===== config.mk =====
export PLATFORM = sky130hd
export DESIGN_NAME = ahb_sensor_in
export DESIGN_NICKNAME = d
export VERILOG_FILES = /design/src/rtl/ahb_sensor_pkg.sv /design/src/rtl/sensor_debounce.sv /design/src/rtl/ahb_sensor_in.sv
export SDC_FILE = /design/constraint.sdc
export NUM_CORES = 1
export LEC_CHECK = 0
export ABC_AREA = 1
export BUFFER_PORTS_ARGS = -buffer_cell sky130_fd_sc_hd__buf_2
export CAP_MARGIN = 20
export CORE_UTILIZATION = 56
export CTS_CLUSTER_SIZE = 16
export DETAILED_ROUTE_END_ITERATION = 12
export PLACE_DENSITY_LB_ADDON = 0.05
export SLEW_MARGIN = 20
export SYNTH_ARGS = -nofsm -noshare
export SYNTH_HDL_FRONTEND = slang
export SYNTH_SLANG_ARGS = --single-unit

===== constraint.sdc =====
create_clock -name HCLK -period 1.9 [get_ports HCLK]
set_input_delay 0 -clock HCLK [delete_from_list [all_inputs] [get_ports HCLK]]
set_output_delay 0 -clock HCLK [all_outputs]
set_load 0.01 [all_outputs]

===== src/rtl/ahb_sensor_pkg.sv =====
// ahb_sensor_pkg
// Shared constants for the rider-input AHB-Lite slave:
//   - word offsets of the four registers (HADDR[3:2])
//   - bit positions of the wheel/crank fields in STATUS and EVENTS
//   - the idle HTRANS encoding
//   - the registered data-phase descriptor captured from the address phase
package ahb_sensor_pkg;

  localparam logic [1:0] STATUS      = 2'd0;
  localparam logic [1:0] EVENTS      = 2'd1;
  localparam logic [1:0] WHEEL_COUNT = 2'd2;
  localparam logic [1:0] CRANK_COUNT = 2'd3;

  localparam int WHEEL_BIT      = 8;
  localparam int CRANK_BIT      = 9;
  localparam int WHEEL_WRAP_BIT = 10;
  localparam int CRANK_WRAP_BIT = 11;

  localparam logic [1:0] NO_TRANSFER = 2'b00;

  // What the pending data phase has to do, captured at the end of the address phase.
  typedef struct packed {
    logic       wr;
    logic       rd;
    logic [1:0] addr;
  } dphase_t;

endpackage


===== src/rtl/sensor_debounce.sv =====
// sensor_debounce
// Two-flop synchroniser followed by a counting debouncer for one
// asynchronous active-high input.
// Ports:
//   HCLK   - clock
//   HRESET - synchronous active-high reset
//   din    - asynchronous active-high input
//   level  - debounced level
//   rise   - one-cycle pulse, high in the cycle whose closing edge takes level 0->1
module sensor_debounce #(
  parameter int CYCLES = 5000
) (
  input  logic HCLK,
  input  logic HRESET,
  input  logic din,
  output logic level,
  output logic rise
);

  // cnt only has to reach CYCLES-1.
  localparam int CW = (CYCLES < 2) ? 1 : $clog2(CYCLES);
  localparam logic [CW-1:0] LAST = CW'(CYCLES - 1);

  logic [1:0]    sync;
  logic [CW-1:0] cnt;
  logic          sample;
  logic          fire;

  assign sample = sync[1];
  // The CYCLES-th consecutive differing sample flips the level.
  assign fire   = (sample != level) && (cnt == LAST);
  // Combinational so the caller's flags and counters move on the same edge as level.
  assign rise   = fire & sample;

  always_ff @(posedge HCLK) begin
    if (HRESET) begin
      sync  <= '0;
      cnt   <= '0;
      level <= 1'b0;
    end else begin
      sync <= {sync[0], din};
      if (sample == level) begin
        cnt <= '0;
      end else if (fire) begin
        level <= sample;
        cnt   <= '0;
      end else begin
        cnt <= cnt + 1'b1;
      end
    end
  end

endmodule


===== src/rtl/ahb_sensor_in.sv =====
// ahb_sensor_in
// AHB-Lite slave presenting rider inputs (push buttons, wheel and crank reed
// switches) to the CPU as four read words: STATUS, EVENTS (W1C),
// WHEEL_COUNT and CRANK_COUNT (write clears).
// Ports:
//   HCLK, HRESET            - clock, synchronous active-high reset
//   HADDR/HWDATA/HSIZE/
//   HTRANS/HWRITE/HREADY/HSEL - AHB-Lite slave request (only HADDR[3:2] decoded)
//   HRDATA, HREADYOUT       - read data, always-ready response
//   nButton, nWheel, nCrank - asynchronous active-low rider inputs
//   IRQ                     - high while any EVENTS bit is set
module ahb_sensor_in
  import ahb_sensor_pkg::*;
#(
  parameter int NUM_BUTTONS         = 2,
  parameter int BTN_DEBOUNCE_CYCLES = 50000,
  parameter int SNS_DEBOUNCE_CYCLES = 5000,
  parameter int COUNT_WIDTH         = 16
) (
  input  logic                   HCLK,
  input  logic                   HRESET,
  input  logic [31:0]            HADDR,
  input  logic [31:0]            HWDATA,
  input  logic [2:0]             HSIZE,
  input  logic [1:0]             HTRANS,
  input  logic                   HWRITE,
  input  logic                   HREADY,
  input  logic                   HSEL,
  output logic [31:0]            HRDATA,
  output logic                   HREADYOUT,
  input  logic [NUM_BUTTONS-1:0] nButton,
  input  logic                   nWheel,
  input  logic                   nCrank,
  output logic                   IRQ
);

  localparam int NIN = NUM_BUTTONS + 2;
  localparam int WI  = NUM_BUTTONS;      // wheel index in lvl/rise
  localparam int CI  = NUM_BUTTONS + 1;  // crank index

  // ---------------- input conditioning ----------------
  logic [NIN-1:0] pin_act, lvl, rise;

  assign pin_act = ~{nCrank, nWheel, nButton};

  for (genvar gi = 0; gi < NIN; gi++) begin : g_in
    sensor_debounce #(
      .CYCLES(gi < NUM_BUTTONS ? BTN_DEBOUNCE_CYCLES : SNS_DEBOUNCE_CYCLES)
    ) u_db (
      .HCLK  (HCLK),
      .HRESET(HRESET),
      .din   (pin_act[gi]),
      .level (lvl[gi]),
      .rise  (rise[gi])
    );
  end

  // ---------------- bus pipeline ----------------
  dphase_t dp;
  logic    ap_valid, wr_commit;

  assign ap_valid  = HREADY & HSEL & (HTRANS != NO_TRANSFER);
  assign wr_commit = dp.wr & HREADY;
  assign HREADYOUT = 1'b1;

  always_ff @(posedge HCLK) begin
    if (HRESET) begin
      dp <= '0;
    end else if (HREADY) begin
      dp.wr   <= ap_valid & HWRITE;
      dp.rd   <= ap_valid & ~HWRITE;
      dp.addr <= HADDR[3:2];
    end
  end

  // ---------------- counters and events ----------------
  // Index 0 = wheel, 1 = crank.
  logic [1:0][COUNT_WIDTH-1:0] rev_cnt;
  logic [1:0]                  sns_rise, cnt_clr, wrap;
  logic [11:0]                 ev_q, ev_set, ev_w1c;

  assign sns_rise = {rise[CI], rise[WI]};
  assign cnt_clr  = {wr_commit && dp.addr == CRANK_COUNT,
                     wr_commit && dp.addr == WHEEL_COUNT};
  assign ev_w1c   = (wr_commit && dp.addr == EVENTS) ? HWDATA[11:0] : 12'h0;

  for (genvar gk = 0; gk < 2; gk++) begin : g_cnt
    // A clear racing an increment leaves the new revolution counted, not a wrap.
    assign wrap[gk] = sns_rise[gk] & ~cnt_clr[gk] & (&rev_cnt[gk]);

    always_ff @(posedge HCLK) begin
      if (HRESET)            rev_cnt[gk] <= '0;
      else if (cnt_clr[gk])  rev_cnt[gk] <= COUNT_WIDTH'(sns_rise[gk]);
      else if (sns_rise[gk]) rev_cnt[gk] <= rev_cnt[gk] + 1'b1;
    end
  end

  always_comb begin
    ev_set                   = '0;
    ev_set[NUM_BUTTONS-1:0]  = rise[NUM_BUTTONS-1:0];
    ev_set[WHEEL_BIT]        = sns_rise[0];
    ev_set[CRANK_BIT]        = sns_rise[1];
    ev_set[WHEEL_WRAP_BIT]   = wrap[0];
    ev_set[CRANK_WRAP_BIT]   = wrap[1];
  end

  // A set on the same edge as its W1C wins.
  always_ff @(posedge HCLK) begin
    if (HRESET) ev_q <= '0;
    else        ev_q <= (ev_q & ~ev_w1c) | ev_set;
  end

  assign IRQ = |ev_q;

  // ---------------- read mux ----------------
  always_comb begin
    HRDATA = '0;
    if (dp.rd) begin
      case (dp.addr)
        STATUS: begin
          HRDATA[NUM_BUTTONS-1:0] = lvl[NUM_BUTTONS-1:0];
          HRDATA[WHEEL_BIT]       = lvl[WI];
          HRDATA[CRANK_BIT]       = lvl[CI];
        end
        EVENTS:      HRDATA[11:0]            = ev_q;
        WHEEL_COUNT: HRDATA[COUNT_WIDTH-1:0] = rev_cnt[0];
        default:     HRDATA[COUNT_WIDTH-1:0] = rev_cnt[1];
      endcase
    end
  end

  logic unused_ok;
  assign unused_ok = ^{HSIZE, HADDR[31:4], HADDR[1:0], HWDATA[31:12]};

endmodule


==> flow_summary.rst <==
.. list-table::
   :header-rows: 1

   * - Metric
     - Value
   * - Outcome
     - completed
   * - Most used DFF post-synth
     - dfxtp_1
   * - Number of buffers inserted during clock tree synthesis
     - 17
   * - Routed wirelength normalized by instance count
     - 12.8 um
   * - Number of distinct standard cells referenced by the synthesized netlist
     - 39
   * - Peak Freq
     - 546 MHz
   * - PortBufs
     - 41
   * - Clock tree from TritonCTS
     - done
   * - GR met1 Demand/Resource
     - 33.5%
   * - DRC violations left
     - 0
   * - Static leakage power
     - 0.00287 uW
   * - Ratio of final minimum period to clock period
     - 96.4%
   * - Crit-path slowest cell
     - dfxtp_1
   * - CTS sink count
     - 118
   * - Total via count after detailed routing
     - 5,979
   * - Worst R2R Setup Slack
     - 0.19 ns
   * - Worst hold-check path type
     - in2reg
   * - Met3 usage in global routing
     - 6.50%
   * - Destination of the worst register-to-register timing path
     - rev_cnt[6]$_SDFFE_PP0P_
   * - Minimum setup slack after placement
     - 0.250 ns
   * - Maximum number of pins on one net before global-route repair
     - 17
   * - Final Skew
     - 0.00511 ns
   * - Share of async-settable or async-resettable flops after synthesis
     - 0%
   * - Number of cells on the worst hold path
     - 4
   * - #FFs+latches synth
     - 118
   * - H-tree lvl count
     - 4
   * - Starting density of the core
     - 58.2%
   * - CP arrival
     - 1.83 ns
   * - Placer Congestion
     - 0.868
   * - Vias in the first global route
     - 5,651
   * - Number of vias per cell after detailed routing
     - 5.21
   * - Reg2reg path depth
     - 10
   * - Iteration-0 DRC count of the detailed router
     - 382
   * - Seq. cell area
     - 2360 sq um
   * - Share of synthesized area occupied by flip-flops and latches
     - 39.0%
   * - Commonest cells after routing, fill and taps aside
     - nand2_1, nor2_1, dfxtp_1
   * - Height of the die
     - 106 um
   * - Post-synth EDFFs
     - 0
   * - Least setup slack across all paths after layout
     - 0.0687 ns
   * - Critical Path Source Type
     - flip-flop
   * - Max_cap viols
     - 0
   * - Residual overflow from global routing
     - 0
   * - Cell row count
     - 37
   * - Clock latency at the later pin of the worst-skew pair
     - 0.52 ns
   * - Share of cells above drive strength 1
     - 10.9%
   * - Number of fillers in the final layout
     - 870
   * - Average cell area after synthesis
     - 6.68 sq um
   * - Power consumption
     - 6350 uW
   * - Initial antenna violation count
     - 0
   * - Layer with the highest usage
     - met2
   * - Post-route cell area
     - 7410 sq um
   * - Yosys warning total
     - 0
   * - Largest stage delay, worst path
     - 0.40 ns
   * - Sum of net half-perimeters after detailed placement
     - 10.1 mm
   * - Number of optimization iterations in the first detailed-route pass
     - 6
   * - Maximum fanout along the worst path
     - 9
   * - Total track usage
     - 28.0%
   * - Io pins
     - 112
   * - Clock Path Buffers
     - 2
   * - Mapped cell area
     - 6060 sq um
   * - Wirelength, routed
     - 14.7 mm
   * - Data required time of the worst path
     - 1.90 ns
   * - Start-to-end type of the worst setup path
     - reg2out
   * - Die W
     - 106 um
   * - Instance count after placement with tap cells included
     - 1,077
   * - Area used by multi-input combinational logic
     - 3120 sq um
   * - Setup-violating endpoint count in the final report
     - 0
   * - Remaining max-slew budget at the tightest pin
     - 66.7%
   * - P&R area growth vs syn
     - 22.3%
   * - Non-filler instance count after layout
     - 1,147
   * - P per Cell Area
     - 856 nW/um^2
   * - Post-synthesis cell count
     - 907
   * - Met2 Resource Use GR
     - 49.0%
   * - Standard cell core area
     - 10,400 sq um
   * - Cell chain of the critical path
     - inv_1 > nor2_4 > inv_4 > nor2_1 > a221oi_1 > a21oi_1 > buf_2
   * - Worst setup EP type
     - output pin
   * - First-pass GRT wire length
     - 25.1 mm
   * - Net count of the finished layout
     - 1,082
   * - Most common library cell in the layout ignoring fill and taps
     - nand2_1
   * - Clock-pin transition on the worst setup and hold timing paths
     - 0.06 ns
   * - Launch point of the worst hold path
     - HRESET
   * - Final Slew Violations
     - 0
   * - Number of antenna diodes
     - 0
   * - Number of hold violations in the final report
     - 0
   * - Slew at the pin closest to its max-slew limit
     - 0.499 ns
   * - Hold worst-path end
     - ev_q[7]$_SDFF_PP0_
   * - DRT antenna net count
     - 0
   * - Peak supply drop
     - 734 uV
   * - Source of the worst register-to-register timing path
     - g_in[2].u_db.cnt[0]$_SDFF_PP0_
   * - Total placed instance area
     - 6350 sq um
   * - Clk root buf
     - clkbuf_8
   * - DIE AREA
     - 11,200 sq um
   * - Post-layout min period
     - 1.83 ns
[flip-flops by register name (all words and copies together) (netlist names)]
signal           flops
rev_cnt             32
dp                   4
g_in.u_db.sync       8
g_in.u_db.cnt       58
ev_q                12
g_in.u_db.level      4
[cells in the mapped netlist (all sizes together) (4+ instances only)]
library cell	instances	area, sq um
nand2	235	885
buf	30	203
a21oi	62	310
inv	113	427
o21ai	13	65.1
nor2	147	572
nand3	61	310
nor3b	4	30.0
nand4	23	144
nor3	27	155
xor2	24	210
nor4	4	25.0
dfxtp	118	2360
xnor2	9	78.8
ha	6	75.1
or2	7	43.8
[metal layers]
| layer | part of all wire, % | vias to the layer above |
|---|---|---|
| met5 | 0 | - |
| met4 | 1.9 | 0 |
| met3 | 4.9 | 30 |
| met2 | 49 | 158 |
| met1 | 44 | 2750 |
| li1 | - | 3041 |
[cell type report]
type	instances	share of cell area, %
timing repair buffer	88	8.84
clock inverter	13	3.05
inverter	115	5.91
sequential	118	31.9
multi-input combinational	658	42.1
tap	136	2.30
clock buffer	19	5.96
[cells by family after synthesis]
| group | count (synthesis) | synth area share, % |
|---|---|---|
| DFF | 118 | 39.0 |
| adders and majority gates | 6 | 1.24 |
| xor gates and xnor gates | 33 | 4.77 |
| AOI/OAI and AO/OA | 90 | 8.15 |
| and+or+nand+nor | 512 | 36.2 |
| other | 2 | 0.124 |
| buffers and inverters | 146 | 10.6 |
[how the worst max path moves through the flow]
stage                                              start                               to  depth (start not counted)
after floorplan           g_in[1].u_db.cnt[0]$_SDFF_PP0_  g_in[1].u_db.cnt[10]$_SDFF_PP0_                          9
after global placement           rev_cnt[1]$_SDFFE_PP0P_         rev_cnt[14]$_SDFFE_PP0P_                          8
after detailed placement        rev_cnt[16]$_SDFFE_PP0P_              ev_q[11]$_SDFF_PP0_                          7
after CTS                             dp[1]$_SDFFE_PP0P_                        HRDATA[0]                          7
after global routing                  dp[1]$_SDFFE_PP0P_                        HRDATA[0]                          7
final                                 dp[1]$_SDFFE_PP0P_                        HRDATA[0]                          7
[critical path: cells and delay by family (launching register included)]
kind / cells / cell delay, ns
simple gates: 2 / 0.24
flops: 1 / 0.40
buf+inv: 3 / 0.35
compound gates: 2 / 0.29
[timing repair]
| item | in CTS | in global routing |
|---|---|---|
| setup buffers | 0 | 2 |
| hold endpoints to repair | 25 | 0 |
| setup endpoints to repair | 0 | 12 |
| gates resized for setup | 0 | 4 |
| hold buffers | 35 | 0 |
[power by group]
group / switching, uW / total (uW) / internal [uW]
logic: 121 / 222 / 101
registers: 14.2 / 2500 / 2490
clock network: 1160 / 3620 / 2460
[stage by stage]
stage               setup TNS (ns)  util, %  hold WS [ns]
finish                           0     71.2        0.0566
global route              -0.00607     71.2        0.0819
CTS                              0     70.8        0.0373
detailed placement               0     61.0         0.161
global placement                 0     61.0         0.156
floorplan                        0        -        0.0667
Note: power is estimated with default switching activity, not from simulation.
